## src/rtl/rv_wb_mem_ctrl.sv

```systemverilog
// Purpose : Wishbone classic slave bridging a 32-bit core bus onto a single-port
//           synchronous SRAM window at BASE_ADDR; out-of-window accesses get err.
// Latency : request sampled at edge T -> ack in cycle T+2+WAIT_STATES, err in T+1.
// Backpr. : one access in flight; stb is ignored until IDLE, and IDLE lasts >=1
//           cycle between responses. Dropping cyc in ACCESS/WAIT aborts (no ack).
// Ports   : i_clk/i_reset_n (sync, active-low); i_wb_* / o_wb_* Wishbone slave;
//           o_mem_* SRAM command (word address, data, byte enables, en, we);
//           i_mem_rdata SRAM read data, valid the cycle after a read enable.
module rv_wb_mem_ctrl #(
  parameter int          ADDR_W      = 12,
  parameter logic [31:0] BASE_ADDR   = 32'h0000_0000,
  parameter int          WAIT_STATES = 0
) (
  input  logic              i_clk,
  input  logic              i_reset_n,
  input  logic [31:0]       i_wb_adr,
  input  logic [31:0]       i_wb_dat,
  output logic [31:0]       o_wb_dat,
  input  logic              i_wb_we,
  input  logic [3:0]        i_wb_sel,
  input  logic              i_wb_stb,
  input  logic              i_wb_cyc,
  output logic              o_wb_ack,
  output logic              o_wb_err,
  output logic [ADDR_W-1:0] o_mem_addr,
  output logic [31:0]       o_mem_wdata,
  output logic [3:0]        o_mem_be,
  output logic              o_mem_en,
  output logic              o_mem_we,
  input  logic [31:0]       i_mem_rdata
);

  typedef enum logic [2:0] {
    S_IDLE,
    S_ACCESS,
    S_WAIT,
    S_RESP,
    S_ERR
  } state_t;

  // Bits above the SRAM window must match the base address.
  localparam logic [31:0] WIN_MASK  = ~((32'h1 << (ADDR_W + 2)) - 32'h1);
  localparam logic [3:0]  WAIT_INIT = (WAIT_STATES > 0) ? 4'(WAIT_STATES - 1) : 4'h0;

  state_t      state;
  logic [3:0]  wait_cnt;
  logic        req_we;
  logic        rd_first;   // high on the cycle the SRAM read data is valid
  logic [31:0] rd_buf;     // read data held across wait states
  logic        in_window;

  assign in_window = ((i_wb_adr ^ BASE_ADDR) & WIN_MASK) == 32'h0;

  always_ff @(posedge i_clk) begin
    if (!i_reset_n) begin
      state       <= S_IDLE;
      wait_cnt    <= 4'h0;
      req_we      <= 1'b0;
      rd_first    <= 1'b0;
      rd_buf      <= 32'h0;
      o_wb_dat    <= 32'h0;
      o_wb_ack    <= 1'b0;
      o_wb_err    <= 1'b0;
      o_mem_addr  <= '0;
      o_mem_wdata <= 32'h0;
      o_mem_be    <= 4'h0;
      o_mem_en    <= 1'b0;
      o_mem_we    <= 1'b0;
    end else begin
      o_wb_ack <= 1'b0;
      o_wb_err <= 1'b0;
      rd_first <= 1'b0;
      if (rd_first) begin
        rd_buf <= i_mem_rdata;
      end

      case (state)
        S_IDLE: begin
          if (i_wb_stb && i_wb_cyc) begin
            req_we <= i_wb_we;
            if (in_window) begin
              o_mem_addr  <= i_wb_adr[ADDR_W+1:2];
              o_mem_wdata <= i_wb_dat;
              o_mem_en    <= 1'b1;
              o_mem_we    <= i_wb_we;
              // Reads always fetch the full word; lanes are picked by the core.
              o_mem_be    <= i_wb_we ? i_wb_sel : 4'hF;
              state       <= S_ACCESS;
            end else begin
              state <= S_ERR;
            end
          end
        end

        S_ACCESS: begin
          o_mem_en <= 1'b0;
          o_mem_we <= 1'b0;
          o_mem_be <= 4'h0;
          if (!i_wb_cyc) begin
            state <= S_IDLE;
          end else if (WAIT_STATES > 0) begin
            wait_cnt <= WAIT_INIT;
            rd_first <= 1'b1;
            state    <= S_WAIT;
          end else begin
            rd_first <= 1'b1;
            state    <= S_RESP;
          end
        end

        S_WAIT: begin
          if (!i_wb_cyc) begin
            wait_cnt <= 4'h0;
            state    <= S_IDLE;
          end else if (wait_cnt == 4'h0) begin
            state <= S_RESP;
          end else begin
            wait_cnt <= wait_cnt - 4'h1;
          end
        end

        S_RESP: begin
          o_wb_ack <= 1'b1;
          if (!req_we) begin
            // With no wait states the data is still on the SRAM bus.
            o_wb_dat <= rd_first ? i_mem_rdata : rd_buf;
          end
          state <= S_IDLE;
        end

        S_ERR: begin
          o_wb_err <= 1'b1;
          state    <= S_IDLE;
        end

        default: state <= S_IDLE;
      endcase
    end
  end

endmodule

```

## config.mk

```make
export PLATFORM = sky130hd
export DESIGN_NAME = rv_wb_mem_ctrl
export DESIGN_NICKNAME = d
export VERILOG_FILES = /design/src/rtl/rv_wb_mem_ctrl.sv
export SDC_FILE = /design/constraint.sdc
export NUM_CORES = 1
export LEC_CHECK = 0
export CAP_MARGIN = 20
export CELL_PAD_IN_SITES_DETAIL_PLACEMENT = 0
export CELL_PAD_IN_SITES_GLOBAL_PLACEMENT = 2
export CORE_MARGIN = 5
export CORE_UTILIZATION = 27
export DETAILED_ROUTE_END_ITERATION = 8
export PLACE_DENSITY = 0.88
export SYNTH_ARGS = -nofsm -noshare
export SYNTH_HDL_FRONTEND = slang
export SYNTH_SLANG_ARGS = --single-unit
```

## constraint.sdc

```tcl
create_clock -name i_clk -period 3.05 [get_ports i_clk]
set_input_delay 0.61 -clock i_clk [delete_from_list [all_inputs] [get_ports i_clk]]
set_output_delay 0.61 -clock i_clk [all_outputs]
set_load 0.05 [all_outputs]
```

* Word-level counts from Yosys, hierarchy flattened *
Index checks and enable logic that the tools add are counted.

cells by class
  mux-type cells = 22
  reductions and logical operators = 12
  $add $sub $neg = 1
  bitwise operators = 1
  eq/ne operators = 8

operators with widths
  cell                                                 count
  zero test 32 bit                                     1
  2-to-1 mux 32 bit                                    1
  2-to-1 mux 4 bit                                     5
  2-to-1 mux 3 bit                                     4
  AND reduction 2 bit                                  5
  one-hot mux 3 bit (3 select lines)                   1
  one-hot mux 4 bit (2 select lines)                   1
  2-to-1 mux 1 bit                                     7
  equality test 3 x 2 -> 1 bit, second input constant  2
  inequality test 2 bit, second input constant         3
  AND reduction 3 bit                                  2
  zero test 4 bit                                      1
  one-hot mux 1 bit (2 select lines)                   2
  subtractor 4 x 1 -> 4 bit, second input constant     1
  equality test 3 x 1 -> 1 bit, second input constant  1
  equality test 3 bit, second input constant           1
  zero test 3 bit                                      1
  inequality test 3 bit, second input constant         1
  2-to-1 mux 2 bit                                     1
  nonzero test 2 bit                                   1
  logical AND 1 bit                                    1
  inverter 1 bit                                       1

word-level totals
  register bits = 125
  output and inout bits = 84
  logic and storage cells = 57

* Longest topological paths before layout *
  depth in word-level cells = 4
  gate-level depth with buffers = 7
  mapped depth without buffers = 6

* Least setup slack after synthesis *
No wires, ideal clock.

  path type = input port to flip-flop
  start = input i_wb_adr[17]
  end = register o_mem_be[0]
  cell stages on the path = 6
  buffers on the path = 2
  data arrival time = 1903 ps
  required time = 2978 ps
  setup slack = 1075 ps
  library setup time = 72 ps
  cell sequence = or4_4 -> nor3_4 -> and3_1 -> buf_6 -> buf_12 -> mux2i_1

on the way
  longest elaborated chain between the ends = 3

ends and longest elaborated chain
  what                                    RTL line  text
  from (decl)                             16        input logic [31:0] i_wb_adr,
  zero test 32 bit                        52        assign in_window = ((i_wb_adr ^ BASE_ADDR) & WIN_MASK) == 32'h0;
  inequality test 2 bit (no source line)  n/a
  AND reduction 3 bit (no source line)    n/a
  to (signal assigned)                    87        o_mem_be <= i_wb_we ? i_wb_sel : 4'hF;
  to (decl)                               27        output logic [3:0] o_mem_be,

Every way passes these cells.
A chain may end at the register's enable or synchronous reset.

* Final worst setup path *
  start = input i_wb_adr[17]
  end = register o_mem_wdata[29]

on the way
  longest elaborated chain between the ends = 2

ends and longest elaborated chain
  what                                  RTL line  text
  zero test 32 bit                      52
  AND reduction 3 bit (no source line)  n/a
  to (signal assigned)                  83        o_mem_wdata <= i_wb_dat;
  to (decl)                             26        output logic [31:0] o_mem_wdata,

Every way passes these cells.

==> flow_metrics.py <==
metrics = {
    "pwr": {
        "power.total_mw": 3.73,
        "p_leak_nw": 2.47,
        "p_per_area_nw_per_um2": 512,
        "peakVddDrop_mv": 0.356,
    },
    "logic_synthesis": {
        "ys_seq_elements": 125,
        "synth_nets": 602,
        "yosysWarningCount": 0,
        "postSynthAreaPerCell_sq_um": 9.67,
        "syn_inst": 495,
        "synthFlopType": "dfxtp_1",
        "async_flop_share": 0,
        "synth_cell_types": 33,
        "synth-edff-count": 0,
        "yosys.area.top_type": "dfxtp_1",
        "synth-seq-area-share": 0.523,
        "syn_area_sq_um": 4790,
        "netlist.area_leader.share": 0.523,
        "synthTopCellsByArea": "dfxtp_1 52%, mux2i_1 17%, nand2_1 7.6%, nor2_1 5.5%, a211oi_1 5.0%",
    },
    "floorplanning": {
        "io-pin-count": 189,
        "initial_utilization": 0.276,
        "rows": 48,
        "die_x_um": 143,
        "dieArea_sq_um": 20500,
        "fp.coreArea_sq_um": 17400,
        "die_h_um": 143,
    },
    "cells_and_area": {
        "layout_common_cells": "185 x clkdlybuf4s50_1, 124 x dfxtp_1, 97 x nand2_1, 82 x mux2i_1, 70 x nor2_1",
        "drive_above_1_share": 0.0648,
        "final_common_cell": "clkdlybuf4s50_1",
        "fillers": 1669,
        "nNetsFinal": 773,
        "area_growth_pct": 52.5,
        "diodes": 0,
    },
    "timing": {
        "maxSlewViolCount": 0,
        "tns_ns": 0,
        "fmax_mhz": 451,
        "fin_crit_ns": 2.22,
        "clock_skew_ns": 0.0110,
        "setup_viol": 0,
        "rsz0062_at_grt": "false",
        "final.setup.worst_slack_ns": 0.834,
        "hold_viol_final": 0,
        "slew_headroom": 0.304,
        "tightest_slew_ns": 1.04,
        "post-route-period-util": 0.727,
    },
    "route": {
        "firstDrtPassIters": 5,
        "final_antenna_net_count": 0,
        "post_drt_wl_per_cell_um": 14.2,
        "vias": 3981,
        "via_per_inst": 4.40,
        "wl_mm": 12.8,
        "first_iter_violations": 125,
        "drcViolationCount": 0,
    },
    "clock_network": {
        "htreeDepth": 4,
        "clkTransAtPathRegs_ns": 0.05,
        "clock-sinks": 125,
        "clock-root-buffer": "clkbuf_16",
        "numCtsBuffers": 17,
        "postCtsSetupBuffers": 0,
        "insertion_delay_ns": 0.41,
        "cts_hold_buf": 0,
        "postCtsResizedCells": 0,
        "cts_tree": "done",
        "cts_buffer_depth": 2,
    },
    "setup_path": {
        "crit_type": "in -> reg",
        "r2r_slack_ns": 1.06,
        "crit_arrival_ns": 2.55,
        "start_kind": "input port",
        "critPathMaxFanout": 50,
        "worst_setup_path_end_kind": "flip-flop",
        "crit_required_ns": 3.38,
    },
    "placed_design": {
        "place_ws_ns": 0.420,
        "dp_hpwl_mm": 9.01,
        "portBuffers": 186,
        "gp_congestion": 0.739,
    },
    "global_route": {
        "grt_pass1_vias": 4044,
        "gr-total-overflow": 0,
        "gr-usage-met2": 0.189,
        "grt_pass1_wl_mm": 20.3,
        "antenna_found_initial": 0,
        "grt_util_met3": 0.0703,
        "track_usage": 0.125,
        "use_met1": 0.152,
        "grt_max_degree": 99,
        "grt-busiest-layer": "met2",
    },
    "job": {
        "drv_cap": 0,
    },
    "worst_hold_path": {
        "hold_path_class": "reg -> reg",
    },
    "outcome": {
        "status": "finished, final reports clean",
    },
}
==> where the power goes <==
part	internal (mW)	switching, mW
registers	1.64	0.00104
logic	0.130	0.0714
clock network	1.18	0.712
total	2.95	0.784
==> critical path, stage by stage <==
cell and delay [ns]:
clkdlybuf4s50_1 0.41, or4_4 0.55, nor3_4 0.15, and3_2 0.23, buf_12 0.31, mux2i_1 0.24
==> per-stage QoR <==
stage	hold slack (ns)	util	cells	instance area [sq um]
finish	0.455	0.420	904	7300
global route	0.476	0.420	904	7300
CTS	0.458	0.420	904	7300
detailed placement	0.450	0.388	872	6730
global placement	0.442	0.388	872	6730
floorplan	0.456	-	495	4790
==> layer usage <==
| layer | vias to the layer above | part of all wire | wire, um |
|---|---|---|---|
| met4 | 0 | 0.012 | 154 |
| met1 | 1805 | 0.43 | 5510 |
| met3 | 12 | 0.13 | 1700 |
| li1 | 2018 | - | - |
| met2 | 146 | 0.43 | 5470 |
| met5 | - | 0 | 0 |
==> logic make-up (layout without fill, tap and decap cells) <==
kind of cell	count (synthesis)	count (layout)	synth area share
buffers and inverters	44	228	0.0578
AOI/OAI and AO/OA	50	50	0.0716
and+or+nand+nor	190	190	0.167
muxes	83	83	0.174
adders and majority gates	2	2	0.00523
DFF	125	125	0.523
xor gates and xnor gates	1	1	0.00183
==> state kept, by name, summed over array words and instances, names as in the netlist, 3 cells and up <==
signal       cells
wait_cnt         4
o_wb_dat        32
rd_buf          32
o_mem_be         4
o_mem_addr      12
o_mem_wdata     32
state            3
==> synthesized netlist by cell type (2+ instances only) <==
cell / n
mux2i_1: 82
or3b_2: 3
a211oi_1: 32
buf_4: 3
o21ai_0: 6
nor4_1: 4
a31oi_1: 2
clkbuf_1: 20
nor2b_1: 2
a21oi_1: 7
or3_1: 2
buf_12: 5
nand2_1: 97
inv_1: 5
ha_1: 2
and4_1: 2
nor2_1: 70
buf_2: 9
dfxtp_1: 125
and3_1: 4
==> final timing paths <==
| kind | from | to | cells past startpoint |
|---|---|---|---|
| worst max-delay path | i_wb_adr[17] | o_mem_wdata[29] | 6 |
| worst min-delay path | o_mem_wdata[11] | o_mem_wdata[11] | 2 |
| worst max register to register | state[0] | o_wb_dat[19] | 5 |
| worst min register to register | o_mem_wdata[11] | o_mem_wdata[11] | 2 |
==> final cells by class <==
type	count	area (sq um)	area share
sequential	125	2500	0.343
multi-input combinational	326	2010	0.276
timing repair buffer	190	1910	0.262
clock buffer	23	478	0.0655
tap	225	282	0.0386
clock inverter	9	87.6	0.0120
inverter	6	22.5	0.00309
Note: power is estimated with default switching activity, not from simulation.
